**config.mk**
```make
export PLATFORM = sky130hd
export DESIGN_NAME = sram_arbiter
export DESIGN_NICKNAME = d
export VERILOG_FILES = /design/src/rtl/sram_arbiter.sv
export SDC_FILE = /design/constraint.sdc
export NUM_CORES = 1
export LEC_CHECK = 0
export BUFFER_PORTS_ARGS = -buffer_cell sky130_fd_sc_hd__clkbuf_2
export CAP_MARGIN = 30
export CORE_AREA = 8 8 114 116
export DETAILED_ROUTE_END_ITERATION = 10
export DIE_AREA = 0 0 122 124
export GPL_TIMING_DRIVEN = 0
export PLACE_DENSITY = 0.63
export SLEW_MARGIN = 30
export SYNTH_ARGS = -nofsm -noshare
export SYNTH_HDL_FRONTEND = slang
export SYNTH_SLANG_ARGS = --single-unit
```
**constraint.sdc**
```tcl
create_clock -name clk -period 2.8 [get_ports clk]
set_input_delay 0.28 -clock clk [delete_from_list [all_inputs] [get_ports clk]]
set_output_delay 0.28 -clock clk [all_outputs]
set_load 0.03 [all_outputs]
```
**src/rtl/sram_arbiter.sv**
```systemverilog
// -----------------------------------------------------------------------------
// sram_arbiter
//
// Two-port round-robin arbiter in front of a single-ported synchronous SRAM.
// Each requester issues one access (read or byte-masked write) at a time and
// gets exactly one response back, for writes as well as reads. Writes return
// the previous word contents because the SRAM is read-first. The arbiter keeps
// at most one response outstanding. A new access is issued in the same cycle
// that the pending response is consumed, so a stream sustains one access per
// clock.
//
// Ports
//   clk, rst_n                  clock, asynchronous active-low reset
//   reqN_valid / reqN_ready     request handshake for requester N (N = 0, 1)
//   reqN_addr                   byte address
//   reqN_wdata, reqN_wstrb      write data and byte strobes (all-zero = read)
//   rspN_valid / rspN_ready     response handshake for requester N
//   rspN_rdata                  response data (0 unless port N owns the response)
//   sram_en, sram_we            SRAM access enable and byte write enables
//   sram_addr, sram_din         SRAM address and write data
//   sram_dout                   SRAM read data (registered, 1-cycle latency,
//                               holds its value while sram_en = 0)
// -----------------------------------------------------------------------------
module sram_arbiter #(
  parameter int LEN_ADDR = 32,
  parameter int LEN_DATA = 32
) (
  input  logic                  clk,
  input  logic                  rst_n,

  // requester 0
  input  logic                  req0_valid,
  output logic                  req0_ready,
  input  logic [LEN_ADDR-1:0]   req0_addr,
  input  logic [LEN_DATA-1:0]   req0_wdata,
  input  logic [LEN_DATA/8-1:0] req0_wstrb,
  output logic                  rsp0_valid,
  input  logic                  rsp0_ready,
  output logic [LEN_DATA-1:0]   rsp0_rdata,

  // requester 1
  input  logic                  req1_valid,
  output logic                  req1_ready,
  input  logic [LEN_ADDR-1:0]   req1_addr,
  input  logic [LEN_DATA-1:0]   req1_wdata,
  input  logic [LEN_DATA/8-1:0] req1_wstrb,
  output logic                  rsp1_valid,
  input  logic                  rsp1_ready,
  output logic [LEN_DATA-1:0]   rsp1_rdata,

  // SRAM
  output logic [LEN_ADDR-1:0]   sram_addr,
  output logic [LEN_DATA-1:0]   sram_din,
  output logic                  sram_en,
  output logic [LEN_DATA/8-1:0] sram_we,
  input  logic [LEN_DATA-1:0]   sram_dout
);

  localparam int LEN_STRB = LEN_DATA / 8;

  // IDLE: no response outstanding. PEND: one response owned by own_q.
  typedef enum logic {
    ST_IDLE = 1'b0,
    ST_PEND = 1'b1
  } state_t;

  state_t state_q, state_d;
  logic   own_q,   own_d;    // requester that owns the pending response
  logic   prio_q,  prio_d;   // requester that wins the next tie

  logic   grant;             // requester selected this cycle (0 or 1)
  logic   any_valid;
  logic   own_rsp_ready;
  logic   rsp_handshake;     // pending response consumed this cycle
  logic   can_issue;
  logic   accept;            // an access is issued to the SRAM this cycle

  // ---------------------------------------------------------------------------
  // Arbitration. The grant looks only at the valids and the priority pointer,
  // never at the readies, so there is no combinational loop through a
  // requester whose valid depends on its ready.
  // ---------------------------------------------------------------------------
  always_comb begin
    grant = 1'b0;
    if (req0_valid && req1_valid) begin
      grant = prio_q;
    end else if (req1_valid) begin
      grant = 1'b1;
    end
  end

  assign any_valid     = req0_valid | req1_valid;
  assign own_rsp_ready = own_q ? rsp1_ready : rsp0_ready;
  assign rsp_handshake = (state_q == ST_PEND) && own_rsp_ready;

  // The single response slot is free when nothing is pending or when the
  // pending response leaves in this very cycle.
  assign can_issue = (state_q == ST_IDLE) || rsp_handshake;
  assign accept    = can_issue && any_valid;

  // ---------------------------------------------------------------------------
  // Request-side outputs and the SRAM port. During reset the flops are already
  // cleared, but the path from reqN_valid to sram_en is combinational. It is
  // therefore masked with rst_n so that no access or handshake leaks out while
  // reset is held. rst_n only gates outputs here and never feeds a flop D input.
  // ---------------------------------------------------------------------------
  assign req0_ready = rst_n && can_issue && !grant;
  assign req1_ready = rst_n && can_issue &&  grant;

  assign sram_en   = rst_n && accept;
  assign sram_addr = grant ? req1_addr  : req0_addr;
  assign sram_din  = grant ? req1_wdata : req0_wdata;

  always_comb begin
    sram_we = '0;
    if (sram_en) begin
      sram_we = grant ? req1_wstrb : req0_wstrb;
    end
  end

  // ---------------------------------------------------------------------------
  // Response side. sram_dout is stable while a response waits, because no new
  // access can be issued until the pending response is taken.
  // ---------------------------------------------------------------------------
  assign rsp0_valid = (state_q == ST_PEND) && !own_q;
  assign rsp1_valid = (state_q == ST_PEND) &&  own_q;
  assign rsp0_rdata = rsp0_valid ? sram_dout : '0;
  assign rsp1_rdata = rsp1_valid ? sram_dout : '0;

  // ---------------------------------------------------------------------------
  // Next-state logic
  // ---------------------------------------------------------------------------
  always_comb begin
    // NOTE: every signal driven here gets a default first; a path that leaves
    // one unassigned would infer a latch.
    state_d = state_q;
    own_d   = own_q;
    prio_d  = prio_q;

    unique case (state_q)
      ST_IDLE: begin
        if (accept) begin
          state_d = ST_PEND;
          own_d   = grant;
        end
      end
      ST_PEND: begin
        if (accept) begin
          // The old response leaves and the new one takes its slot.
          state_d = ST_PEND;
          own_d   = grant;
        end else if (rsp_handshake) begin
          state_d = ST_IDLE;
        end
      end
      default: state_d = ST_IDLE;
    endcase

    // The requester that just lost (or did not ask) wins the next tie. This
    // alternates grants under continuous contention.
    if (accept) begin
      prio_d = ~grant;
    end
  end

  // ---------------------------------------------------------------------------
  // State registers
  // ---------------------------------------------------------------------------
  always_ff @(posedge clk or negedge rst_n) begin
    if (!rst_n) begin
      state_q <= ST_IDLE;
      own_q   <= 1'b0;
      prio_q  <= 1'b0;
    end else begin
      // NOTE: non-blocking assignments so that all registers update together
      // from values sampled before the edge.
      state_q <= state_d;
      own_q   <= own_d;
      prio_q  <= prio_d;
    end
  end

  // Unused-width guard: the strobe width is tied to the data width.
  if (LEN_STRB * 8 != LEN_DATA) begin : g_bad_width
    $error("sram_arbiter: LEN_DATA must be a multiple of 8");
  end

endmodule

```
[Yosys cells after proc, flatten, opt, wreduce, memory -nomap -nowiden]
Index checks and enable logic that the tools add are counted.
Widths: inputs -> output; s select.
Cells by class
  $add $sub $neg: 0
  reduce and logical (&&, ||, !) cells: 12
  bitwise gates (word level): 3
  magnitude comparators: 0
  $mul: 0
  equal/unequal tests: 0
  multiplexer cells: 14
  shift operators: 0
  div/mod/pow operators: 0
Operators with widths (count)
  $mux 32: 4
  $logic_and 1x1->1: 9
  $mux 4: 2
  $mux 1: 7
  $logic_not 1->1: 2
  $not 1->1: 2
  $pmux 1 s2: 1
  $logic_or 1x1->1: 1
  $or 1x1->1: 1
Word-level totals
  bits in writable memories: 0
  word-level logic and storage cells: 32
  input bits: 174
  bits in registers: 3
  bits in read-only memories: 0
  memories kept: 0
  latch bits: 0
  output and inout port bits: 137

[Depth between registers and ports, before layout]
Gate-level depths: netlist of run 1.
  depth in word-level cells: 6
  mapped depth: 5
  depth with buffers taken out: 3

[Worst setup path before layout of run 1]
Ideal clock, no wire load.
  path kind: register to output
  start point: reg own_q
  end point: out sram_we[0]
  slack: 1180 ps
  arrival time: 1340 ps
  cell stages (with the launch flop): 5
  cells stage by stage: dfrtp_1 > buf_2 > mux2i_1 > a21o_1 > a21oi_1
On the way
  cells in the longest elaborated chain, start to end: 6
Ends and longest elaborated chain
  start, declared: line 68  | logic own_q, own_d;
  start signal, assigned: line 178  | own_q <= own_d;
  $mux 1: line 93  | assign own_rsp_ready = own_q ? rsp1_ready : rsp0_ready;
  $logic_and 1x1->1: line 94  | assign rsp_handshake = (state_q == ST_PEND) && own_rsp_ready;
  $logic_or 1x1->1: line 98  | assign can_issue = (state_q == ST_IDLE) || rsp_handshake;
  $logic_and 1x1->1: line 99  | assign accept = can_issue && any_valid;
  $logic_and 1x1->1: line 110  | assign sram_en = rst_n && accept;
  $mux 4: line 116  | if (sram_en) begin
  end, declared: line 55  | output logic [LEN_DATA/8-1:0] sram_we,
Every way passes these cells.

[Worst setup path after layout of run 1]
  start point: reg prio_q
  end point: out sram_din[23]
On the way
  cells in the longest elaborated chain, start to end: 2
Ends and longest elaborated chain
  start, declared: line 69  | logic prio_q, prio_d;
  start signal, assigned: line 179  | prio_q <= prio_d;
  $mux 1: line 85  | if (req0_valid && req1_valid) begin
  $mux 32: line 112  | assign sram_din = grant ? req1_wdata : req0_wdata;
  end, declared: line 53  | output logic [LEN_DATA-1:0] sram_din,
Every way passes these cells.

==> metrics.md, run 1 <==
| Metric | Value |
|---|---|
| Vias per cell | approximately 4 |
| Max clock buf depth | 2 |
| Setup tns final | 0 ns |
| Syn. warnings | 0 |
| Clock sinks | 3 |
| Hold Crit Endpoint | state_q |
| Area leader, netlist | mux2_4 |
| MaxCap Viol Count | 0 |
| Fin crit period | slightly above 2 ns |
| Dpl hpwl | 9.38 mm |
| Net Count, Synth | 359 |
| Worst skew pair latency | 0.22 ns |
| Arrival time worst endpoint | 1.80 ns |
| Worst Hold Class | in -> reg |
| Instance count of the mapped netlist | 185 |
| CTS tree | done |
| Initial DRC Count | slightly above 80 |
| Worst Hold Launch | req0_valid |
| Die width | between 100 and 150 um |
| Final Hold Viols | 0 |
| Post-cts sizing count | 0 |
| Hold path depth | 3 |
| M3 GR Usage | 0.0385 |
| DRC Markers | 0 |
| Avg WL per Cell | roughly 16 um |
| Reg-to-reg slack, setup | between 1.5 and 2 ns |
| H-tree depth | 1 |
| First-pass GRT wire length | roughly 14 mm |
| Relative slew slack | 0.750 |
| Share of cells above drive strength 1 | 0.778 |
| Met2 GRT Util | 0.218 |
| Crit Path Max Fanout | 10 |
| Critical path class | reg -> out |
| Fmax | slightly below 500 MHz |
| Antenna diode count | 0 |
| DRT Wirelength | 10.1 mm |
| Power Density | between 500 and 600 nW/um2 |
| Clk_skew | ~0.0006 ns |
| Area of the multi-input gates | 1450 um2 |
| Via Count | between 2000 and 3000 |
| CP endpoint kind | output pin |
| Clock-pin slew on the worst setup and hold paths | 0.03 ns |
| Worst Path Required | 2.52 ns |
| Synth-to-Final Area Change | 110% |
| Remaining antenna violation count after routing | 0 |
| Dominant cell by count in the synthesized netlist | mux2_4 |
| Largest net degree at the start of global routing | 11 |
| Chip Height | 124 um |
| Busiest grt layer | met2 |
| Netlist Area Pre-Place | about 1700 um2 |
| Worst vdd ir | approximately 0.00025 V |
| Num CTS Buffers | 3 |
| Total area of sequential cells | between 70 and 80 um2 |
| Leakage power | 2.23 nW |
| CP startpoint kind | register |
| Top FF cell, synth | dfrtp_1 |
| RSZ-0062 raised after global routing | false |
| GR Layer Usage met1 | 0.123 |
| Synth top cells by count | mux2_4 (38), and2_1 (33), and3_1 (33) |
| Layout filler cell count | ~1200 |
| Tot Pwr | approximately 1.9 mW |
| Vias in the first global route | 2842 |
| Status | finished, final reports clean |
| Synthesized area per cell | 8.95 um2 |
| Row cnt | 39 |
| Top Ports | between 300 and 400 |
| Critical R2R Launch | prio_q |
| Synth top area share | 0.344 |
| Nets | between 600 and 700 |
| Initial core utilization | 0.148 |
| Final Slew Violations | 0 |
| Die Area | 15100 um2 |
| Placed instance count | 637 |
| Root buffer cell | clkbuf_16 |
| Largest cells by area after synthesis | mux2_4 (34%), mux2_2 (18%), and2_1 (12%) |
| Gr usage total | 0.115 |
| Grt ovf | 0 |
| Final setup vio count | 0 |
| Async set-or-reset flop fraction in the synthesized netlist | 1.00 |
| IO buf count | between 300 and 400 |
| Layout Cells excl Fill | ~640 |
| Worst Max-Slew Pin Slew | between 0.3 and 0.4 ns |
| Sequential area share after synthesis | 0.0453 |
| Yosys reg bits | 3 |
| FF-to-FF End | own_q |
| Final period util | 0.742 |
| Drt first pass iters | 4 |
| Number of enable flip-flop cells after synthesis | 0 |
| Post-synthesis cell type count | 25 |
| Hold slack | 0.358 ns |
| Placer Congestion | about 0.81 |
| Core Region | around 11000 um2 |
| Initial antenna violation count | 0 |
| Worst r2r path cells | 5 |
## worst max-delay path: stages (launching register included)
cell and delay [ns]:
dfrtp_1 0.38, nand2b_4 0.18, nand2_2 0.12, buf_6 0.17, buf_6 0.21, mux2_4 0.31, clkbuf_2 0.21
## repair_timing
action / CTS / global route
buffers inserted: 0 / 0
hold buffers: 1 / 0
hold endpoints to repair: 3 / 0
## final cells by class
cell class / count / area share
Timing Repair Buffer: 310 / 0.448
Multi-Input combinational cell: 159 / 0.417
Tap cell: 143 / 0.0516
Buffer: 19 / 0.0339
Clock buffer: 4 / 0.0227
Sequential cell: 3 / 0.0216
Inverter: 4 / 0.00433
## worst max path at each step
stage / slack (ns) / end / startpoint / cells after the start
finish: 0.72 / sram_din[23] / prio_q / 6
global route: 0.55 / rsp0_rdata[11] / own_q / 5
CTS: 0.68 / sram_din[23] / prio_q / 6
detailed placement: 0.92 / sram_din[23] / prio_q / 6
global placement: 0.91 / sram_din[23] / prio_q / 6
floorplan: 1.18 / sram_we[0] / own_q / 4
## metal layers
layer  share of wire  up-vias
li1                -     1294
met1            0.36     1120
met2            0.53      151
met3            0.11        4
met4          0.0043        0
met5               0        -
## flip-flops by register name, summed over array words and instances (netlist names)
signal	cells
state_q	1
own_q	1
prio_q	1
## cell families after synthesis
kind of cell | after synthesis | synth area share
buffers and inverters | 23 | 0.0801
AO/OA/AOI/OAI | 15 | 0.0498
AND/OR/NAND/NOR | 79 | 0.298
multiplexers | 65 | 0.527
flip-flops | 3 | 0.0453
## power breakdown
part | switching [mW] | internal, mW
logic | 1.00 | 0.588
clock network | 0.0379 | 0.188
registers | 0.00604 | 0.0550
total | 1.05 | 0.831
## metrics by stage
step | utilization | instance area (um2) | setup slack (ns)
after floorplan | - | 1660 | 1.18
after global placement | 0.303 | 3380 | 0.908
after detailed placement | 0.303 | 3380 | 0.923
after CTS | 0.311 | 3470 | 0.677
after global routing | 0.311 | 3470 | 0.552
final | 0.311 | 3470 | 0.724
## cells in the final DEF, fill, tap and decap left out
master / instances
a21oi_1: 7
mux2_2: 26
buf_4: 1
mux2_4: 38
and2_1: 33
nand3_1: 4
clkbuf_2: 309
and2b_1: 1
clkbuf_1: 10
and4_1: 1
buf_2: 4
nand2b_4: 1
inv_1: 4
and3_1: 33
a21o_1: 1
nor2_1: 1
a31oi_1: 1
clkbuf_16: 3
dlygate4sd3_1: 1
nor2b_1: 1
buf_6: 5
nand2b_1: 1
o2bb2ai_1: 1
nand2_2: 1
mux2i_1: 1
o21ai_0: 5
dfrtp_1: 3
nand2_1: 2
(Power assumes the default switching activity.)
==> run 2, diff against run 1 <==
--- a/config.mk
+++ b/config.mk
@@ -5,13 +5,14 @@
 export SDC_FILE = /design/constraint.sdc
 export NUM_CORES = 1
 export LEC_CHECK = 0
+export ABC_AREA = 1
 export BUFFER_PORTS_ARGS = -buffer_cell sky130_fd_sc_hd__clkbuf_2
 export CAP_MARGIN = 30
-export CORE_AREA = 8 8 114 116
+export CORE_AREA = 8 8 116 118
 export DETAILED_ROUTE_END_ITERATION = 10
-export DIE_AREA = 0 0 122 124
+export DIE_AREA = 0 0 124 126
 export GPL_TIMING_DRIVEN = 0
-export PLACE_DENSITY = 0.63
+export PLACE_DENSITY = 0.62
 export SLEW_MARGIN = 30
 export SYNTH_ARGS = -nofsm -noshare
 export SYNTH_HDL_FRONTEND = slang
==> constraint.sdc (replaced) <==
create_clock -name clk -period 1.9 [get_ports clk]
set_input_delay 0.19 -clock clk [delete_from_list [all_inputs] [get_ports clk]]
set_output_delay 0.19 -clock clk [all_outputs]
set_load 0.03 [all_outputs]
==> run 2 against run 1 <==
Highest routed layer unchanged; critical endpoint is now sram_addr[19]; hold slack worse by 0.11 ns; via count up 22%; non-clock buffer count up 2; largest power group unchanged; largest cell class unchanged.
==> metrics.md, run 2 <==
| Metric | Value |
|---|---|
| Status | finished, final reports clean |
| Netlist Area Pre-Place | 1460 um2 (-12%) |
| Critical R2R Launch | prio_q |
| MaxCap Viol Count | 0 (unchanged) |
| Sequential area share after synthesis | 0.0516 (+0.00627) |
| CTS tree | done |
| Gr usage total | 0.118 (+0.00330) |
| Worst Max-Slew Pin Slew | 0.447 ns (+0.0723 ns) |
| Avg WL per Cell | 12.7 um (-19%) |
| Crit path max-delay family | buffers and inverters |
| DRT Wirelength | 10.4 mm (+3.4%) |
| Worst skew pair latency | 0.22 ns (about the same) |
| Vias per cell | 3.83 (-4.2%) |
| Commonest non-fill, non-tap cell in the layout | clkbuf_2 |
| Share of cells above drive strength 1 | 0.491 (-0.286) |
| Number of enable flip-flop cells after synthesis | 0 (unchanged) |
| Delay of the slowest critical-path stage | 0.33 ns (-0.05 ns) |
| IO buf count | 310 (+0.32%) |
| Largest net degree at the start of global routing | 11 (unchanged) |
| Clock-pin slew on the worst setup and hold paths | 0.03 ns (about the same) |
| Dpl hpwl | 9.55 mm (+1.8%) |
| Top FF cell, synth | dfrtp_1 |
| Setup WS post-layout | 0.113 ns (-0.611 ns) |
| Async set-or-reset flop fraction in the synthesized netlist | 1.00 (unchanged) |
| Top Ports | 311 (unchanged) |
| Nets | 849 (+26%) |
| Num CTS Buffers | 3 (unchanged) |
| Synth top cells by count | nand2_1 (212), nor2_1 (70), inv_1 (43) |
| Net Count, Synth | 533 (+48%) |
| Reg-to-reg slack, setup | 0.79 ns (-0.75 ns) |
| Worst Path Buf+Inv | 5 (+2) |
| Top flop regs | own_q (1), prio_q (1), state_q (1) |
| Worst Hold Launch | req0_valid |
| Hold slack | 0.248 ns (-0.110 ns) |
| Commonest cells after routing, fill and taps aside | clkbuf_2 (302), nand2_1 (212), nor2_1 (70) |
| Yosys reg bits | 3 (unchanged) |
| Via Count | 3147 (+22%) |
| Grt ovf | 0 (unchanged) |
| Power Density | 1100 nW/um2 (+100%) |
| Crit-path slowest cell | dfrtp_1 |
| Antenna diode count | 0 (unchanged) |
| FF-to-FF End | own_q |
| Core Region | 11700 um2 (+4.8%) |
| Drt first pass iters | 4 (unchanged) |
| Max clock buf depth | 2 (unchanged) |
| Post-synthesis cell type count | 11 (-56%) |
| Die Area | 15600 um2 (+3.3%) |
| Chip Height | 126 um (+1.6%) |
| Worst slack at placement | 0.0820 ns (-0.841 ns) |
| Die width | 124 um (+1.6%) |
| Setup repair bufs after CTS | 0 (unchanged) |
| Post-route cell area | 3320 um2 (-4.4%) |
| Synth-to-Final Area Change | 128% |
| Vias in the first global route | 3038 (+6.9%) |
| RSZ-0062 raised after global routing | true |
| Instance count of the mapped netlist | 359 (+94%) |
| Hold Crit Endpoint | state_q |
| Hold path depth | 3 (unchanged) |
| Arrival time worst endpoint | 1.60 ns (-0.20 ns) |
| Worst Path Required | 1.71 ns (-0.81 ns) |
| First-pass GRT wire length | 15.1 mm (+7.2%) |
| Initial antenna violation count | 0 (unchanged) |
| Largest cells by area after synthesis | nand2_1 (55%), nor2_1 (18%), inv_1 (11%) |
| Synthesized area per cell | 4.05 um2 (-55%) |
| Placed Area | 3190 um2 (-5.7%) |
| Final Slew Violations | 0 (unchanged) |
| Dominant cell by count in the synthesized netlist | nand2_1 |
| Setup tns final | 0 ns (unchanged) |
| Root buffer cell | clkbuf_16 |
| Clock sinks | 3 (unchanged) |
| Final Hold Viols | 0 (unchanged) |
| Critical-path cell list | inv_1, nand2_4, nand2_4, inv_2, buf_6, buf_4, nand2_1, nand2_1, buf_2 |
| Leakage power | 2.49 nW (+11%) |
| CP startpoint kind | register |
| Fin crit period | 1.79 ns |
| Final period util | 0.941 |
| Placer Congestion | 0.795 (-2.0%) |
| Worst Hold Class | in -> reg |
| Fmax | ~560 MHz |
| Final setup vio count | 0 (unchanged) |
| Crit Path Max Fanout | 10 (unchanged) |
| Remaining antenna violation count after routing | 0 (unchanged) |
| CP endpoint kind | output pin |
| Worst r2r path cells | 7 (+2) |
| Clk_skew | 0.00167 ns (+0.00105 ns) |
| Worst vdd ir | 0.000657 V (+160%) |
| Synth top area share | 0.547 (+0.202) |
| Syn. warnings | 0 (unchanged) |
| Critical path class | reg -> out |
| Initial core utilization | 0.124 (-0.0240) |
| H-tree depth | 1 (unchanged) |
| Initial DRC Count | 108 (+30%) |
| Area leader, netlist | nand2_1 |
| DRC Markers | 0 (unchanged) |
| Row cnt | 40 (+2.6%) |
| Relative slew slack | 0.702 (-0.0482) |
-- run 2: area by class of cell --
cell class / count / area [um2]
multi-input combinational: 292 / 1130
sequential: 3 / 75.1
tap: 147 / 184
clock buffer: 4 / 78.8
buffer: 20 / 119
timing repair buffer: 311 / 1570
fill: 1349 / 8390
inverter: 44 / 165
-- run 2: layer usage --
metal  routed length (um)  up-vias  GRT usage
li1                     -     1652          -
met4                   30        0    0.00910
met3                 1450        4     0.0433
met2                 5210      193      0.224
met5                    0        -          0
met1                 3750     1298      0.125
-- run 2: cells by family (layout without fill, tap and decap cells) --
group	after synthesis	in the layout	share of synthesized area
DFF	3	3	0.0516
buffers and inverters	64	379	0.185
and+or+nand+nor	292	292	0.764
-- run 2: worst max path at each step --
| stage | start | endpoint | slack, ns | depth (start not counted) |
|---|---|---|---|---|
| 2_1_floorplan | prio_q | sram_we[0] | 0.39 | 8 |
| 3_3_place_gp | prio_q | sram_we[3] | 0.1 | 9 |
| 3_5_place_dp | prio_q | sram_we[1] | 0.08 | 9 |
| 4_1_cts | prio_q | sram_din[16] | 0.002 | 9 |
| 5_1_grt | prio_q | sram_din[16] | -0.02 | 9 |
| 6_report | prio_q | sram_addr[19] | 0.11 | 9 |
-- run 2: power breakdown --
part | total (mW) | internal [mW] | switching, mW
clock network | 0.330 | 0.277 | 0.0535
registers | 0.107 | 0.0885 | 0.0186
logic | 3.20 | 0.846 | 2.36
-- run 2: worst min-delay path: stages --
cell and delay (ns):
clkbuf_2 0.11, inv_1 0.05, nand3_1 0.07
-- run 2: per-stage QoR --
stage	cells	util	power [mW]
2_1_floorplan	359	-	2.25
4_1_cts	821	0.281	3.68
3_3_place_gp	816	0.272	3.33
3_5_place_dp	816	0.272	3.33
6_report	821	0.283	3.64
5_1_grt	821	0.283	3.93
-- run 2: repair_timing --
item	CTS	global route
setup endpoints to repair	49	44
resized for setup	6	20
hold endpoints to repair	3	0
pin swaps	0	0
hold buffers	1	0
==> run 3, diff against run 2 <==
--- a/config.mk
+++ b/config.mk
@@ -8,11 +8,11 @@
 export ABC_AREA = 1
 export BUFFER_PORTS_ARGS = -buffer_cell sky130_fd_sc_hd__clkbuf_2
 export CAP_MARGIN = 30
-export CORE_AREA = 8 8 116 118
+export CORE_AREA = 2 2 119 121
 export DETAILED_ROUTE_END_ITERATION = 10
-export DIE_AREA = 0 0 124 126
+export DIE_AREA = 0 0 121 123
 export GPL_TIMING_DRIVEN = 0
-export PLACE_DENSITY = 0.62
+export PLACE_DENSITY = 0.56
 export SLEW_MARGIN = 30
 export SYNTH_ARGS = -nofsm -noshare
 export SYNTH_HDL_FRONTEND = slang
==> run 3 against run 2 <==
Combinational power grew 2%; critical endpoint is now sram_addr[23]; sequential power about the same; routed wire length decreased by 13%; first-iteration DRC count decreased by 67%; hold slack improved by 0.023 ns; largest power group unchanged; clock power rose by 2%; via count down 0.54%; clock-buffer cell count unchanged; total power up 1.6%.
==> metrics.md, run 3 (synthesized netlist as in run 2, its figures left out) <==
| Metric | Value |
|---|---|
| Status | finished, final reports clean |
| Share of cells above drive strength 1 | 0.493 (+0.00151) |
| FF-to-FF End | own_q |
| Grt ovf | 0 (unchanged) |
| Area of the multi-input gates | 1130 um2 (+0.78%) |
| Final period util | 0.934 (-0.00653) |
| Final Slew Violations | 0 (unchanged) |
| Final setup vio count | 0 (unchanged) |
| Row cnt | 43 (+7.5%) |
| Drt first pass iters | 6 (+2) |
| H-tree depth | 1 (unchanged) |
| Vias per cell | 3.66 (-4.6%) |
| Commonest non-fill, non-tap cell in the layout | clkbuf_2 |
| Setup WS post-layout | 0.125 ns (+0.0124 ns) |
| Post-route cell area | 3440 um2 (+3.5%) |
| CP endpoint kind | output pin |
| Commonest cells after routing, fill and taps aside | clkbuf_2 (299), nand2_1 (212), nor2_1 (70) |
| DRT Wirelength | 9.14 mm (-13%) |
| Top Ports | 311 (unchanged) |
| Final core occ | 0.252 (-0.0310) |
| CP startpoint kind | register |
| Worst slack at placement | -0.114 ns (-0.196 ns) |
| RSZ-0062 raised after global routing | false |
| Arrival time worst endpoint | 1.58 ns (-0.02 ns) |
| DRC Markers | 0 (unchanged) |
| Synth-to-Final Area Change | 136% |
| Initial DRC Count | 36 (-67%) |
| Power Density | 1080 nW/um2 (-1.9%) |
| Largest net degree at the start of global routing | 11 (unchanged) |
| Critical path class | reg -> out |
| Dpl hpwl | 8.02 mm (-16%) |
| Avg WL per Cell | 10.7 um (-16%) |
| Top flop regs | own_q (1), prio_q (1), state_q (1) |
| Initial antenna violation count | 0 (unchanged) |
| Clock sinks | 3 (unchanged) |
| Root buffer cell | clkbuf_16 |
| Via Count | 3130 (-0.54%) |
| Max clock buf depth | 2 (unchanged) |
| CP most frequent cell | nand2_1 |
| MaxCap Viol Count | 0 (unchanged) |
| Final Hold Viols | 0 (unchanged) |
| Num CTS Buffers | 3 (unchanged) |
| Critical R2R Launch | prio_q |
| Vias in the first global route | 2774 (-8.7%) |
| Worst skew pair latency | 0.22 ns (about the same) |
| Gr usage total | 0.108 (-0.0107) |
| Critical-path cell list | inv_1, nand2_4, nand2_8, inv_2, buf_12, buf_6, nand2_1, nand2_1, clkbuf_2 |
| Worst Path Buf+Inv | 5 (unchanged) |
| Antenna diode count | 0 (unchanged) |
| Hold path depth | 3 (unchanged) |
| Crit Path Max Fanout | 10 (unchanged) |
| Worst Path Required | 1.71 ns (about the same) |
| Reg-to-reg slack, setup | 0.77 ns (-0.02 ns) |
| Worst vdd ir | 0.000308 V (-53%) |
| Delay of the slowest critical-path stage | 0.35 ns (+0.02 ns) |
| IO buf count | 310 (unchanged) |
| Relative slew slack | 0.702 (about the same) |
| Leakage power | 2.51 nW (+0.87%) |
| Hold Crit Endpoint | state_q |
| Placed Area | 3230 um2 (+1.3%) |
| Clock-pin slew on the worst setup and hold paths | 0.03 ns (about the same) |
| CTS tree | done |
| Die Area | 14900 um2 (-4.7%) |
| Placer Congestion | 0.737 (-7.2%) |
| Remaining antenna violation count after routing | 0 (unchanged) |
| First-pass GRT wire length | 12.9 mm (-14%) |
| Clk_skew | 0.00251 ns (+0.000842 ns) |
| Worst Hold Class | in -> reg |
| Crit path max-delay family | buffers and inverters |
| Nets | 851 (+0.24%) |
| Worst r2r path cells | 7 (unchanged) |
| Worst Max-Slew Pin Slew | 0.447 ns (-0.000414 ns) |
| Core Region | 13600 um2 (+16%) |
| Layout filler cell count | 1605 (+19%) |
| Fin crit period | 1.77 ns (-0.0124 ns) |
| Initial core utilization | 0.107 (-0.0173) |
| Total area of sequential cells | 75.1 um2 (unchanged) |
| Crit-path slowest cell | dfrtp_1 |
| Fmax | 563 MHz (+0.70%) |
| Chip Height | 123 um (-2.4%) |
| Worst Hold Launch | req0_valid |
| Die width | 121 um (-2.4%) |
[run 3: changes by cell type in the layout (fill, tap and decap cells not counted)]
cell	previous run	this run
buf_12	0	1
buf_6	3	4
nand2_8	0	1
clkbuf_4	4	14
nand2_4	2	1
buf_2	12	4
clkbuf_2	302	299
buf_8	0	1
[run 3: metal layers]
metal,vias to the layer above,wire length (um),part of all wire,track usage
met1,1283,3700,0.40,0.125
met3,2,749,0.082,0.0143
met5,-,0,0,0
met2,188,4670,0.51,0.216
li1,1657,-,-,-
met4,0,13,0.0014,0.00799
[run 3: final cells by class]
cell class / count / share of cell area
well taps: 180 / 0.0655
inverters: 44 / 0.0481
flip-flops and latches: 3 / 0.0218
multi-input cells: 292 / 0.330
plain buffers: 20 / 0.0415
repair buffers: 313 / 0.470
clock buffers: 4 / 0.0229
[run 3: power by group]
part           internal [mW]  switching (mW)  leakage [nW]
registers             0.0886          0.0209        0.0337
clock network          0.277          0.0604        0.0382
logic                  0.900            2.35          2.44
[run 3: metrics by stage]
| step | TNS [ns] | total power [mW] | hold WS (ns) | cells |
|---|---|---|---|---|
| after floorplan | 0 | 2.25 | -0.106 | 359 |
| after global placement | -0.193 | 3.31 | 0.00425 | 849 |
| after detailed placement | -0.128 | 3.30 | 0.00678 | 849 |
| after CTS | -0.0126 | 3.70 | 0.276 | 854 |
| after global routing | 0 | 3.99 | 0.308 | 856 |
| final | 0 | 3.70 | 0.270 | 856 |
[run 3: how the worst max path moves through the flow]
stage	from	endpoint	slack, ns	cells past startpoint
floorplan	prio_q	sram_we[0]	0.39	8
global placement	prio_q	sram_we[1]	-0.15	9
detailed placement	prio_q	sram_we[1]	-0.11	9
CTS	prio_q	sram_din[5]	-0.006	9
global route	prio_q	sram_addr[17]	0.003	9
finish	prio_q	sram_addr[23]	0.13	9
[run 3: what timing repair did]
action / 4_1_cts / 5_1_grt
pin swaps: 0 / 1
resized for setup: 23 / 11
gates cloned: 0 / 0
endpoints found under the hold margin: 3 / 0
buffers inserted: 0 / 2
hold buffers: 1 / 0
setup endpoints to repair: 49 / 44
[run 3: worst reg2reg max path, stage by stage, from the launching register on]
cell,delay (ns)
dfrtp_1,0.38
inv_1,0.10
nand2_4,0.10
nand2_8,0.11
inv_2,0.07
buf_12,0.15
nand2_1,0.06
nand2_1,0.05
